### src/rtl/fetch_unit_pkg.sv
// Shared CPU constants: fetch FSM encoding, reset PC default, opcode width and control opcodes.
package fetch_unit_pkg;

    localparam int unsigned XLEN     = 32;
    localparam int unsigned OPCODE_W = 6;
    localparam int unsigned JIDX_W   = 26;

    localparam logic [XLEN-1:0] RESET_PC_DEFAULT = 32'h0000_0000;

    // Control opcodes decoded from instr[31:26]
    localparam logic [OPCODE_W-1:0] OP_RTYPE = 6'h00;
    localparam logic [OPCODE_W-1:0] OP_J     = 6'h02;
    localparam logic [OPCODE_W-1:0] OP_BEQ   = 6'h04;
    localparam logic [OPCODE_W-1:0] OP_LW    = 6'h23;
    localparam logic [OPCODE_W-1:0] OP_SW    = 6'h2B;

    typedef enum logic [1:0] {
        ST_FETCH = 2'd0,
        ST_VALID = 2'd1,
        ST_TRAP  = 2'd2
    } fetch_state_e;

    // Redirect request from execute, sampled in the decode handshake cycle
    typedef struct packed {
        logic              jump;
        logic              branch;
        logic              zero;
        logic [XLEN-1:0]   branch_offset;
        logic [JIDX_W-1:0] jump_index;
    } redirect_t;

    function automatic logic is_aligned(input logic [1:0] lsb);
        return lsb == 2'b00;
    endfunction

endpackage

### src/rtl/fetch_unit_if.sv
// Fetch unit bus: instruction-memory request, decode handshake and redirect inputs.
interface fetch_unit_if;
    import fetch_unit_pkg::*;

    logic              imem_req;
    logic [XLEN-1:0]   imem_addr;
    logic              imem_ack;
    logic [XLEN-1:0]   imem_rdata;

    logic              instr_valid;
    logic              instr_ready;
    logic [XLEN-1:0]   instr;
    logic [XLEN-1:0]   pc_out;
    logic [XLEN-1:0]   pc_plus4;

    logic              jump;
    logic              branch;
    logic              zero;
    logic [XLEN-1:0]   branch_offset;
    logic [JIDX_W-1:0] jump_index;

    modport master (
        output imem_req, imem_addr, instr_valid, instr, pc_out, pc_plus4,
        input  imem_ack, imem_rdata, instr_ready,
        input  jump, branch, zero, branch_offset, jump_index
    );

    modport slave (
        input  imem_req, imem_addr, instr_valid, instr, pc_out, pc_plus4,
        output imem_ack, imem_rdata, instr_ready,
        output jump, branch, zero, branch_offset, jump_index
    );

endinterface

### src/rtl/next_pc_calc.sv
// Next-PC selection: jump beats taken branch beats sequential.
module next_pc_calc
    import fetch_unit_pkg::*;
(
    input  logic [XLEN-1:0] pc_plus4,
    input  redirect_t       redirect,
    output logic [XLEN-1:0] next_pc_c
);

    // Priority select of the redirect target
    always_comb begin
        next_pc_c = pc_plus4;
        if (redirect.jump) begin
            next_pc_c = {pc_plus4[31:28], redirect.jump_index, 2'b00};
        end else if (redirect.branch && redirect.zero) begin
            next_pc_c = pc_plus4 + (redirect.branch_offset << 2);
        end
    end

endmodule

### src/rtl/fetch_unit.sv
// Instruction fetch unit: FETCH -> VALID loop with PC redirect on decode handshake.
// Optional misalignment trap compiled in with macro MISALIGN_TRAP_EN.
module fetch_unit
    import fetch_unit_pkg::*;
#(
    parameter logic [XLEN-1:0] RESET_PC = RESET_PC_DEFAULT
) (
    input  logic clk,
    input  logic rst_n,
`ifdef MISALIGN_TRAP_EN
    output logic trap,
`endif
    fetch_unit_if.master bus
);

    fetch_state_e    state, state_d;
    logic [XLEN-1:0] pc, pc_d;
    logic [XLEN-1:0] instr_q, instr_d;
    logic [XLEN-1:0] pc_plus4_c;
    logic [XLEN-1:0] next_pc_c;
    redirect_t       redirect;

`ifdef MISALIGN_TRAP_EN
    logic trap_q, trap_d;
    assign trap = trap_q;
`endif

    assign pc_plus4_c = pc + 32'd4;

    // Pack redirect inputs for the next-PC calculator
    always_comb begin
        redirect.jump          = bus.jump;
        redirect.branch        = bus.branch;
        redirect.zero          = bus.zero;
        redirect.branch_offset = bus.branch_offset;
        redirect.jump_index    = bus.jump_index;
    end

    next_pc_calc u_next_pc (
        .pc_plus4  (pc_plus4_c),
        .redirect  (redirect),
        .next_pc_c (next_pc_c)
    );

    // State, PC and instruction registers with synchronous reset
    always_ff @(posedge clk) begin
        if (!rst_n) begin
            state   <= ST_FETCH;
            pc      <= RESET_PC;
            instr_q <= '0;
`ifdef MISALIGN_TRAP_EN
            trap_q  <= 1'b0;
`endif
        end else begin
            state   <= state_d;
            pc      <= pc_d;
            instr_q <= instr_d;
`ifdef MISALIGN_TRAP_EN
            trap_q  <= trap_d;
`endif
        end
    end

    // Next-state logic; imem_ack only matters in FETCH, redirects only on handshake
    always_comb begin
        state_d = state;
        pc_d    = pc;
        instr_d = instr_q;
`ifdef MISALIGN_TRAP_EN
        trap_d  = trap_q;
`endif
        case (state)
            ST_FETCH: begin
                if (bus.imem_ack) begin
                    instr_d = bus.imem_rdata;
                    state_d = ST_VALID;
                end
            end
            ST_VALID: begin
                if (bus.instr_ready) begin
                    pc_d    = next_pc_c;
                    state_d = ST_FETCH;
`ifdef MISALIGN_TRAP_EN
                    if (!is_aligned(next_pc_c[1:0])) begin
                        state_d = ST_TRAP;
                        trap_d  = 1'b1;
                    end
`endif
                end
            end
            ST_TRAP: begin
                state_d = ST_TRAP;
            end
            default: begin
                state_d = ST_FETCH;
            end
        endcase
    end

    // Handshake strobes decode the state register and are held low during reset
    assign bus.imem_req    = rst_n && (state == ST_FETCH);
    assign bus.instr_valid = rst_n && (state == ST_VALID);
    assign bus.instr       = instr_q;
    assign bus.pc_out      = pc;
    assign bus.pc_plus4    = pc_plus4_c;

`ifdef MISALIGN_TRAP_EN
    assign bus.imem_addr   = pc;
`else
    assign bus.imem_addr   = {pc[31:2], 2'b00};
`endif

endmodule

### src/flat_wrapper.sv
// flat-port wrapper written by rule: the top's interface ports become plain ports
module fetch_unit_flat import fetch_unit_pkg::*;
#(
    parameter logic [XLEN-1:0] RESET_PC = RESET_PC_DEFAULT
)
  (clk, rst_n, bus_imem_req, bus_imem_addr, bus_instr_valid, bus_instr, bus_pc_out, bus_pc_plus4, bus_imem_ack, bus_imem_rdata, bus_instr_ready, bus_jump, bus_branch, bus_zero, bus_branch_offset, bus_jump_index);
  fetch_unit_if bus_i ();
  input  logic clk;
  input  logic rst_n;
  output wire logic [$bits(bus_i.imem_req)-1:0] bus_imem_req;
  output wire logic [$bits(bus_i.imem_addr)-1:0] bus_imem_addr;
  output wire logic [$bits(bus_i.instr_valid)-1:0] bus_instr_valid;
  output wire logic [$bits(bus_i.instr)-1:0] bus_instr;
  output wire logic [$bits(bus_i.pc_out)-1:0] bus_pc_out;
  output wire logic [$bits(bus_i.pc_plus4)-1:0] bus_pc_plus4;
  input wire logic [$bits(bus_i.imem_ack)-1:0] bus_imem_ack;
  input wire logic [$bits(bus_i.imem_rdata)-1:0] bus_imem_rdata;
  input wire logic [$bits(bus_i.instr_ready)-1:0] bus_instr_ready;
  input wire logic [$bits(bus_i.jump)-1:0] bus_jump;
  input wire logic [$bits(bus_i.branch)-1:0] bus_branch;
  input wire logic [$bits(bus_i.zero)-1:0] bus_zero;
  input wire logic [$bits(bus_i.branch_offset)-1:0] bus_branch_offset;
  input wire logic [$bits(bus_i.jump_index)-1:0] bus_jump_index;
  assign bus_imem_req = bus_i.imem_req;
  assign bus_imem_addr = bus_i.imem_addr;
  assign bus_instr_valid = bus_i.instr_valid;
  assign bus_instr = bus_i.instr;
  assign bus_pc_out = bus_i.pc_out;
  assign bus_pc_plus4 = bus_i.pc_plus4;
  assign bus_i.imem_ack = bus_imem_ack;
  assign bus_i.imem_rdata = bus_imem_rdata;
  assign bus_i.instr_ready = bus_instr_ready;
  assign bus_i.jump = bus_jump;
  assign bus_i.branch = bus_branch;
  assign bus_i.zero = bus_zero;
  assign bus_i.branch_offset = bus_branch_offset;
  assign bus_i.jump_index = bus_jump_index;
  fetch_unit #(.RESET_PC(RESET_PC)) u_core (.clk(clk), .rst_n(rst_n), .bus(bus_i));
endmodule
### config.mk
export PLATFORM = sky130hd
export DESIGN_NAME = fetch_unit_flat
export DESIGN_NICKNAME = d
export VERILOG_FILES = /design/src/rtl/fetch_unit_pkg.sv /design/src/rtl/fetch_unit_if.sv /design/src/rtl/next_pc_calc.sv /design/src/rtl/fetch_unit.sv /design/src/flat_wrapper.sv
export SDC_FILE = /design/constraint.sdc
export NUM_CORES = 1
export LEC_CHECK = 0
export CAP_MARGIN = 20
export CORE_MARGIN = 2
export CORE_UTILIZATION = 24
export DETAILED_ROUTE_END_ITERATION = 12
export SYNTH_ARGS = -nofsm -noshare
export SYNTH_HDL_FRONTEND = slang
export SYNTH_SLANG_ARGS = --single-unit
### constraint.sdc
create_clock -name clk -period 4.5 [get_ports clk]
set_input_delay 0.9 -clock clk [delete_from_list [all_inputs] [get_ports clk]]
set_output_delay 0.9 -clock clk [all_outputs]
set_load 0.02 [all_outputs]
# Word-level counts from Yosys, hierarchy flattened
# Cells that the tools add are included.
[totals] reg_bits=66 in_bits=97 output_inout_bits=130 word_cells=21
[classes] add_sub_neg=2 n_eq_ne=4 mux=5 n_reduce_logical=7
[op_table] operator="2-to-1 mux 32 bit" count=2
[op_table] operator="adder 32 x 3 -> 32 bit (second input constant)" count=1
[op_table] operator="adder 32 bit" count=1
[op_table] operator="case mux 2 bit (3 select lines)" count=1
[op_table] operator="AND reduction 2 bit" count=3
[op_table] operator="2-to-1 mux 2 bit" count=2
[op_table] operator="!= test 2 bit (second input constant)" count=2
[op_table] operator="logical AND 1 bit" count=3
[op_table] operator="== test 2 x 1 -> 1 bit (second input constant)" count=1
[op_table] operator="== test 2 bit (second input constant)" count=1
[op_table] operator="logical NOT 2 bit" count=1

# Depth between registers and ports, before layout
[logic_depth] word_depth=4 depth_mapped=16 mapped_depth_nobuf=15

# Cells and area by module
# Synthesis repeated with hierarchy kept, for this count alone.
[unflattened] cells_unflattened=769 hier_area_um2=5763.0
[by_module_without_submodules] module="fetch_unit" n_inst=1 cells_each=410 area_per_inst_um2=3358.2 seq_area_each_um2=1321.3
[by_module_without_submodules] module="next_pc_calc" n_inst=1 cells_each=359 area_per_inst_um2=2404.8 seq_area_each_um2=0.0

# Least setup slack after synthesis
# No wires, ideal clock.
[synth_timing] path_type="register to register" startpoint="register u_core.pc[2], in the netlist u_core.bus.pc_out[2]" endpoint="register u_core.pc[31], in the netlist u_core.bus.pc_out[31]" setup_time_ps=85 t_arrival_ps=4032 required_ps=4415 path_slack_ps=383 stages_incl_launch_ff=16 path_buffers=0 synth_period_minus_slack_ps=4117 path_cell_list="dfxtp_1 ha_1 nand3_1 nor4_4 nand4_4 nor3_1 xor2_1 ha_1 o21a_1 o21a_1 o21ai_0 nor3_1 a31o_1 or3_1 and4_1 o31ai_2"
[synth_via] elab_chain_cells=4
[synth_lines] element="start, declared" line_no="fetch_unit.sv:17" rtl="logic [XLEN-1:0] pc, pc_d;"
[synth_lines] element="start signal, assigned" line_no="fetch_unit.sv:56" rtl="pc <= pc_d;"
[synth_lines] element="adder 32 x 3 -> 32 bit" line_no="fetch_unit.sv:28" rtl="assign pc_plus4_c = pc + 32'd4;"
[synth_lines] element="via bus_pc_plus4[28]" line_no="flat_wrapper.sv:15" rtl="output wire logic [$bits(bus_i.pc_plus4)-1:0] bus_pc_plus4;"
[synth_lines] element="adder 32 bit" line_no="next_pc_calc.sv:16" rtl="next_pc_c = pc_plus4 + (redirect.branch_offset << 2);"
[synth_lines] element="2-to-1 mux 32 bit" line_no="next_pc_calc.sv:15" rtl="end else if (redirect.branch && redirect.zero) begin"
[synth_lines] element="2-to-1 mux 32 bit" line_no="next_pc_calc.sv:13" rtl="if (redirect.jump) begin"
# The timed path passes the listed nets, and every way through them passes these cells.
# A chain may end at the register's enable or synchronous reset.

# Worst setup path in the final report
[layout_timing] startpoint="register u_core.pc[10], in the netlist u_core.bus.pc_out[10]" endpoint="register u_core.pc[31], in the netlist u_core.bus.pc_out[31]"
[layout_via] elab_chain_cells=4
[layout_lines] element="adder 32 x 3 -> 32 bit (*)" line_no="fetch_unit.sv:28"
[layout_lines] element="adder 32 bit" line_no="next_pc_calc.sv:16"
[layout_lines] element="2-to-1 mux 32 bit" line_no="next_pc_calc.sv:15"
[layout_lines] element="2-to-1 mux 32 bit (*)" line_no="next_pc_calc.sv:13"
# Every way passes the cells marked *; elsewhere a longest branch is shown, timed or not.

==> results.cfg <==
[synthesis]
async_flop_share = 0
yosys_register_bits = 64
synth_top_area_share = 0.237
netlist_instances = 721
seq_area_frac_synth = 0.237
yosysMostFrequentCell = nand2_1
yosys.cell_types.count = 70
synth_area_leader_cell = dfxtp_1
synthTopCellsByArea = dfxtp_1, nand2_1, ha_1, buf_4, a21oi_1
synth_edf_count = 0
ys.flop_type = dfxtp_1
synth.avg_cell_area_um2 = 7.50
yosysWarnings = 0
synthTopCellsByCount = nand2_1, dfxtp_1, a21oi_1
synth_area_mm2 = 0.00541

[sta]
hold_violations = 0
skew_ns = 0.00905
slew_viol_final = 0
setup_tns_ns = 0
min_period_ns = 4.05
tightestPinTransition_ns = 0.708
rsz0062_at_grt = no
setup_ws_ns = 0.452
relSlewSlack = 0.527
setup_viol = 0
post-route-period-util = 0.900
fmax_mhz = 247
whs_ns = 0.452

[run_status]
status = completed

[route]
first_pass_iters = 5
ant_nets = 0
post_drt_wl_per_cell_um = 17.6
wl_um = 20900
drc = 0
drt_iter0_drc = 334
viasPerCell = 4.95
vias = 5901

[clock_network]
cts_setup_buffers = 0
clk_root_buffer_cell = clkbuf_16
post_cts_resized = 0
cts_buffers = 9
clkTransAtPathRegs_ns = 0.06
clockBufferDepth = 2
clock_latency_ns = 0.34
htree_levels = 3
clock_sinks = 64
cts_tree = done
hold_buffers = 0

[power]
ir_drop_uv = 153
power.density_mw_per_mm2 = 254
p_total_mw = 2.06
p_leak_nw = 3.25

[critical_path]
end_kind = register
crit_required_ns = 4.76
crit_arrival_ns = 4.31
start_kind = register
cp_max_fo = 9
crit_type = register to register

[finish]
final_area_mm2 = 0.00810
num_antenna_cells = 0
area_growth_pct = 49.8
layoutNonFillerInstCount = 1191
postLayoutCoreUtil = 0.369
drive_above_1_share = 0.0615
nets = 1040

[grt]
grt_max_degree = 46
overflow = 0
grt_pass1_wl_um = 32100
track_usage = 0.173
antenna_found_initial = 0
grt_pass1_vias = 5590

[place]
placed_cell_area_mm2 = 0.00773
place_inst = 1174
port-buffer-count = 218
dp_slack_ns = 0.361
gp_congestion = 0.907
dpl.hpwl_um = 16100

[floorplanning]
die_x_um = 154
start_util = 0.246
design.core.area_mm2 = 0.0220
die_y_um = 154
pin_count = 227
rows = 54
fp.dieArea_mm2 = 0.0237

[run]
maxCapViolCount = 0

[hold_path]
min_path_type = register to register
==> placed cells by master, fill, tap and decap left out, drive strengths merged, types with 5 or more instances in the layout <==
master	n
a211oi	11
a21boi	20
a21o	16
a21oi	56
and2	7
and3	15
and4	5
buf	23
clkbuf	9
clkdlybuf4s50	218
conb	6
dfxtp	64
ha	36
inv	15
nand2	134
nand3	21
nand4	13
nor2	52
nor2b	5
nor3	10
o211ai	10
o21a	10
o21ai	28
o31ai	9
or3	7
xnor2	28
xor2	18
==> cell families after synthesis <==
family                   synth area share
AND/OR/NAND/NOR                     0.247
AO/OA/AOI/OAI                       0.259
buffers and inverters              0.0856
flip-flops                          0.237
XOR/XNOR                           0.0759
adder cells (fa/ha/maj)            0.0870
multiplexers                      0.00741
other                            0.000694
==> report_power, final <==
part / leakage [nW] / switching, mW / internal [mW] / total, mW
Sequential: 0.523 / 0.0319 / 0.597 / 0.629
Clock: 0.157 / 0.307 / 0.491 / 0.798
Combinational: 2.57 / 0.333 / 0.299 / 0.632
Total: 3.25 / 0.672 / 1.39 / 2.06
==> state kept, by name (all words and copies together) (netlist names) <==
| register | count |
|---|---|
| u_core.bus.instr | 32 |
| u_core.state | 2 |
| u_core.bus.pc_out | 30 |
==> per-layer routing <==
| layer | share of wire | GRT usage | wire, µm | vias up |
|---|---|---|---|---|
| li1 | - | - | - | 2901 |
| met1 | 0.45 | 0.229 | 9490 | 2756 |
| met2 | 0.47 | 0.291 | 9800 | 225 |
| met3 | 0.064 | 0.0304 | 1350 | 19 |
| met4 | 0.013 | 0.0436 | 276 | 0 |
| met5 | 0 | 0 | 0 | - |
==> final timing paths <==
path	to	slack, ns	cells after the start	start
setup / recovery	u_core.bus.pc_out[31]$_SDFFE_PN0P_	0.45	15	u_core.bus.pc_out[10]$_SDFFE_PN0P_
hold / removal	u_core.bus.instr[19]$_SDFFE_PN0P_	0.45	2	u_core.bus.instr[19]$_SDFFE_PN0P_
setup reg to reg	u_core.bus.pc_out[31]$_SDFFE_PN0P_	0.45	15	u_core.bus.pc_out[10]$_SDFFE_PN0P_
hold reg to reg	u_core.bus.instr[19]$_SDFFE_PN0P_	0.45	2	u_core.bus.instr[19]$_SDFFE_PN0P_
==> area by class of cell <==
cell class | count | area, µm²
Clock buffer | 9 | 225
Clock inverter | 7 | 103
Fill cell | 2306 | 13900
Inverter | 13 | 48.8
Multi-Input combinational cell | 577 | 3690
Sequential cell | 64 | 1280
Tap cell | 280 | 350
Timing Repair Buffer | 241 | 2390
==> worst max-delay path, cell delays in order (launching register included) <==
cell     delay (ns)
dfxtp_1        0.45
nand4_1        0.31
nor4_4         0.35
nand2_1        0.09
nor2_1         0.23
nand4_1        0.18
xnor2_2        0.28
ha_1           0.38
o21a_1         0.23
o21a_1         0.16
o21ai_0        0.24
nor3_1         0.09
a31o_1         0.24
or3_1          0.32
and4_1         0.21
o31ai_2        0.19
Note: power is estimated with default switching activity, not from simulation.
